==> src/rtl/alu_cmd_sequencer.sv <==
// alu_cmd_sequencer
// Command-driven front end for an external 32-bit combinational ALU.
// A command arrives over a valid/ready handshake. Its operands come from an
// internal register file, or from an immediate for operand B. The block drives
// the ALU for one cycle, then captures the ALU result and flags. It writes the
// result back to the register file and returns a response over a second
// valid/ready handshake.
//
// Ports:
//   clk, reset                     clock, asynchronous active-high reset
//   cmd_valid/cmd_ready            command handshake
//   cmd_op, cmd_rd, cmd_rs1,       operation, destination and source indices,
//   cmd_rs2, cmd_use_imm, cmd_imm  immediate select and immediate value
//   alu_a, alu_b, alu_ctrl         registered ALU operands and operation select
//   alu_result, alu_zero,          ALU result and flags, sampled at the end of EXEC
//   alu_carry, alu_overflow,
//   alu_negative
//   rsp_valid/rsp_ready            response handshake
//   rsp_data, rsp_flags            result and {N,Z,C,V} of the completed command
//   flags_q                        status register {N,Z,C,V} of the last command
//   wr_en, wr_addr, wr_data        direct register-file load port
//   busy                           high whenever the FSM is not idle
module alu_cmd_sequencer #(
    parameter int REG_COUNT = 8
) (
    input  logic                         clk,
    input  logic                         reset,
    input  logic                         cmd_valid,
    output logic                         cmd_ready,
    input  logic [2:0]                   cmd_op,
    input  logic [$clog2(REG_COUNT)-1:0] cmd_rd,
    input  logic [$clog2(REG_COUNT)-1:0] cmd_rs1,
    input  logic [$clog2(REG_COUNT)-1:0] cmd_rs2,
    input  logic                         cmd_use_imm,
    input  logic [31:0]                  cmd_imm,
    output logic [31:0]                  alu_a,
    output logic [31:0]                  alu_b,
    output logic [2:0]                   alu_ctrl,
    input  logic [31:0]                  alu_result,
    input  logic                         alu_zero,
    input  logic                         alu_carry,
    input  logic                         alu_overflow,
    input  logic                         alu_negative,
    output logic                         rsp_valid,
    input  logic                         rsp_ready,
    output logic [31:0]                  rsp_data,
    output logic [3:0]                   rsp_flags,
    output logic [3:0]                   flags_q,
    input  logic                         wr_en,
    input  logic [$clog2(REG_COUNT)-1:0] wr_addr,
    input  logic [31:0]                  wr_data,
    output logic                         busy
);

    localparam int RW = $clog2(REG_COUNT);

    typedef enum logic [1:0] {
        IDLE = 2'd0,
        EXEC = 2'd1,
        RESP = 2'd2
    } state_t;

    state_t          state;
    state_t          next_state;
    logic [31:0]     regs [REG_COUNT];
    logic [RW-1:0]   rd_q;
    logic            accept;
    logic [31:0]     opa;
    logic [31:0]     opb;

    // In RESP a new command can be taken on the same edge as the response
    // handshake. This keeps the throughput at one command per two cycles.
    assign cmd_ready = !reset && ((state == IDLE) || ((state == RESP) && rsp_ready));
    assign accept    = cmd_valid && cmd_ready;
    assign rsp_valid = (state == RESP);
    assign busy      = (state != IDLE);

    // Register 0 is hard-wired to zero. It is never written, and it is also
    // masked here on the read side.
    assign opa = (cmd_rs1 == '0) ? 32'd0 : regs[cmd_rs1];
    assign opb = cmd_use_imm ? cmd_imm : ((cmd_rs2 == '0) ? 32'd0 : regs[cmd_rs2]);

    always_ff @(posedge clk or posedge reset) begin
        if (reset) begin
            state <= IDLE;
        end else begin
            state <= next_state;
        end
    end

    always_comb begin
        next_state = state;
        case (state)
            IDLE: if (accept) next_state = EXEC;
            EXEC: next_state = RESP;
            RESP: begin
                if (rsp_ready) begin
                    next_state = accept ? EXEC : IDLE;
                end
            end
            default: next_state = IDLE;
        endcase
    end

    // The ALU operands are loaded only when a command is accepted. This keeps
    // alu_a/alu_b/alu_ctrl glitch-free, and they hold their value afterwards.
    // Writeback is the last assignment to the register file in this block, so
    // it overrides a direct load to the same index on the same edge.
    always_ff @(posedge clk or posedge reset) begin
        if (reset) begin
            alu_a     <= '0;
            alu_b     <= '0;
            alu_ctrl  <= '0;
            rd_q      <= '0;
            rsp_data  <= '0;
            rsp_flags <= '0;
            flags_q   <= '0;
            for (int i = 0; i < REG_COUNT; i++) begin
                regs[i] <= '0;
            end
        end else begin
            if (accept) begin
                alu_a    <= opa;
                alu_b    <= opb;
                alu_ctrl <= cmd_op;
                rd_q     <= cmd_rd;
            end
            if (wr_en && (wr_addr != '0)) begin
                regs[wr_addr] <= wr_data;
            end
            if (state == EXEC) begin
                rsp_data  <= alu_result;
                rsp_flags <= {alu_negative, alu_zero, alu_carry, alu_overflow};
                flags_q   <= {alu_negative, alu_zero, alu_carry, alu_overflow};
                if (rd_q != '0) begin
                    regs[rd_q] <= alu_result;
                end
            end
        end
    end

endmodule

==> config.mk <==
export PLATFORM = sky130hd
export DESIGN_NAME = alu_cmd_sequencer
export DESIGN_NICKNAME = d
export VERILOG_FILES = /design/src/rtl/alu_cmd_sequencer.sv
export SDC_FILE = /design/constraint.sdc
export NUM_CORES = 1
export LEC_CHECK = 0
export BUFFER_PORTS_ARGS = -buffer_cell sky130_fd_sc_hd__buf_2
export CAP_MARGIN = 40
export CORE_MARGIN = 1.5
export CORE_UTILIZATION = 45
export CTS_CLUSTER_SIZE = 24
export DETAILED_ROUTE_END_ITERATION = 10
export HOLD_SLACK_MARGIN = 0.08
export SYNTH_ARGS = -nofsm -noshare
export SYNTH_HDL_FRONTEND = slang
export SYNTH_SLANG_ARGS = --single-unit
export TNS_END_PERCENT = 100
==> constraint.sdc <==
create_clock -name clk -period 28.6 [get_ports clk]
set_clock_uncertainty 0.1 [all_clocks]
set_input_delay 2.86 -clock clk [delete_from_list [all_inputs] [get_ports clk]]
set_output_delay 2.86 -clock clk [all_outputs]
set_load 0.01 [all_outputs]
==> flow_metrics.env <==
export IMPL_cp_end_kind="output port"
export IMPL_cap_violations=0
export IMPL_hpwl_um=33100
export IMPL_via_count=14327
export IMPL_crit_arrival_ns=3.41
export IMPL_die_area_um2=42000
export IMPL_drive_gt1_frac=0.269
export IMPL_worst_pin_slew_ns=0.890
export IMPL_wire_per_inst_um=23.5
export IMPL_finalHoldViolCount=0
export IMPL_pin_count=231
export IMPL_fmax_ghz=0.157
export IMPL_synth_cells=1752
export IMPL_min_period_over_period=0.223
export IMPL_status="finished, final reports clean"
export IMPL_hold_ws_ns=0.374
export IMPL_total_power_w=0.00170
export IMPL_track_usage=0.277
export IMPL_core_area_um2=40000
export IMPL_ctsResizeCount=0
export IMPL_viasPerCell=5.89
export IMPL_synth_flop_cell="dfrtp_1"
export IMPL_synthTopCellsByArea="dfrtp_1 (45%), mux2i_1 (17%), nand2_1 (4.4%)"
export IMPL_syn_avg_cell_area_um2=10.5
export IMPL_postSynth_asyncResetShare=1.00
export IMPL_synth_top_area_share=0.453
export IMPL_portBuffers=230
export IMPL_slew_headroom=0.406
export IMPL_ys_seq_elements=332
export IMPL_final_nets=2000
export IMPL_drt_pass1_iterations=5
export IMPL_grt_overflow=0
export IMPL_yosysTopAreaCell="dfrtp_1"
export IMPL_powerDensity_nw_per_um2=80.7
export IMPL_row_count=73
export IMPL_initial_utilization=0.458
export IMPL_hold_class="reg2reg"
export IMPL_holdBufCountCts=0
export IMPL_first_iter_violations=1001
export IMPL_clock_latency_ns=0.55
export IMPL_die_w_um=205
export IMPL_antenna_found_initial=2
export IMPL_routabilityCongestion=0.772
export IMPL_synth_top_cells_by_count="dfrtp_1 (332), mux2i_1 (317), nand2_1 (213)"
export IMPL_postCtsSetupBuffers=0
export IMPL_wirelength_um=57300
export IMPL_fp_dieH_um=205
export IMPL_start_kind="primary input"
export IMPL_path_clk_slew_ns=0.06
export IMPL_cts_sinks=332
export IMPL_crit_required_ns=25.64
export IMPL_setup_violations=0
export IMPL_p_leak_nw=9.58
export IMPL_ant_nets=0
export IMPL_syn2layout_area_growth_pct=14.7
export IMPL_netlist_area_um2=18300
export IMPL_htreeDepth=2
export IMPL_placedInstanceArea_um2=19800
export IMPL_synth_most_common_cell="dfrtp_1"
export IMPL_synth_enable_flop_cells=0
export IMPL_grt_pass1_wl_um=88600
export IMPL_cts_buffers_inserted=38
export IMPL_worstPathMaxFanout=2
export IMPL_finalCriticalPeriod_ns=6.37
export IMPL_seq_area_frac_synth=0.453
export IMPL_synthesis_nets=1873
export IMPL_cts_path_max_buffers=3
export IMPL_drc=0
export IMPL_cts_root_buffer="clkbuf_16"
export IMPL_slew_violations=0
export IMPL_final_area_um2=21000
export IMPL_crit_type="in2out"
export IMPL_fillers=3637
export IMPL_peakVddDrop_uv=40.4
export IMPL_cts_tree="yes"
export IMPL_yosysUniqueCellTypes=38
export IMPL_rsz0062_at_grt="false"
export IMPL_grt_max_degree=84
export IMPL_synth_warnings=0
export IMPL_grt_pass1_vias=14632
export IMPL_setup_tns_ns=0
-- layout make-up --
type	instances	area (um2)	area share
antenna	2	5.00	0.000238
clock buffer	54	1120	0.0534
clock inverter	14	156	0.00744
inverter	6	30.0	0.00143
multi-input combinational	1234	9110	0.433
sequential	332	8310	0.395
tap	525	657	0.0312
timing repair buffer	267	1640	0.0781
-- per-layer routing --
layer	wire length, um	track usage	share of wire	vias to the layer above
met5	7	0	0.00012	-
met4	1430	0.0888	0.025	2
met3	3400	0.0480	0.059	94
met2	26400	0.438	0.46	492
met1	26000	0.387	0.45	7202
li1	-	-	-	6537
-- worst max-delay path: stages --
cell and delay (ns):
buf_2 0.11, inv_1 0.06, a211oi_1 0.21, buf_2 0.17
-- power breakdown --
group,internal (W),switching (W),total (W),leakage [nW]
Sequential,0.000630,0.000120,0.000750,3.94
Clock,0.000301,0.000204,0.000505,0.639
Combinational,0.000226,0.000218,0.000444,5.00
-- per-stage QoR --
step                setup WS [ns]   util  instances
detailed placement          22.23  0.494       2364
finish                      22.23  0.526       2434
global route                22.20  0.526       2433
global placement            22.23  0.486       2352
floorplan                   16.42      -       1752
CTS                         22.22  0.526       2432
-- cell usage in the layout (no fill, tap or decap), types with 34 or more instances in the layout --
master and count:
dfrtp_1 332, mux2i_1 317, buf_2 227, nand2_1 212
o21ai_0 150, nor2_1 100, mux2_2 69, a21oi_1 63
o21ai_1 40, clkbuf_16 39, a21oi_2 34, nor2b_1 34
-- kinds of logic after synthesis --
group / after synthesis / share of synthesized area
compound gates: 418 / 0.142
buf+inv: 186 / 0.0541
simple gates: 397 / 0.0953
mux: 419 / 0.256
flops: 332 / 0.453
-- registers in the layout, indices dropped and copies added, names as in the netlist --
name and count:
regs 224, flags_q 4, alu_ctrl 3, state 2, rd_q 3, alu_b 32
rsp_data 32, alu_a 32
-- path summary, 6_finish.rpt --
kind,from,to,slack [ns],cells after the start
worst min-delay path,alu_a[18],alu_a[18],0.37,2
worst min register to register,alu_a[18],alu_a[18],0.37,2
max in group asynchronous,reset,regs[15],24.71,5
worst max-delay path,rsp_ready,cmd_ready,22.23,4
worst max register to register,state[1],alu_a[10],26.15,6
min in group asynchronous,reset,regs[160],2.21,2
Note: power is estimated with default switching activity, not from simulation.
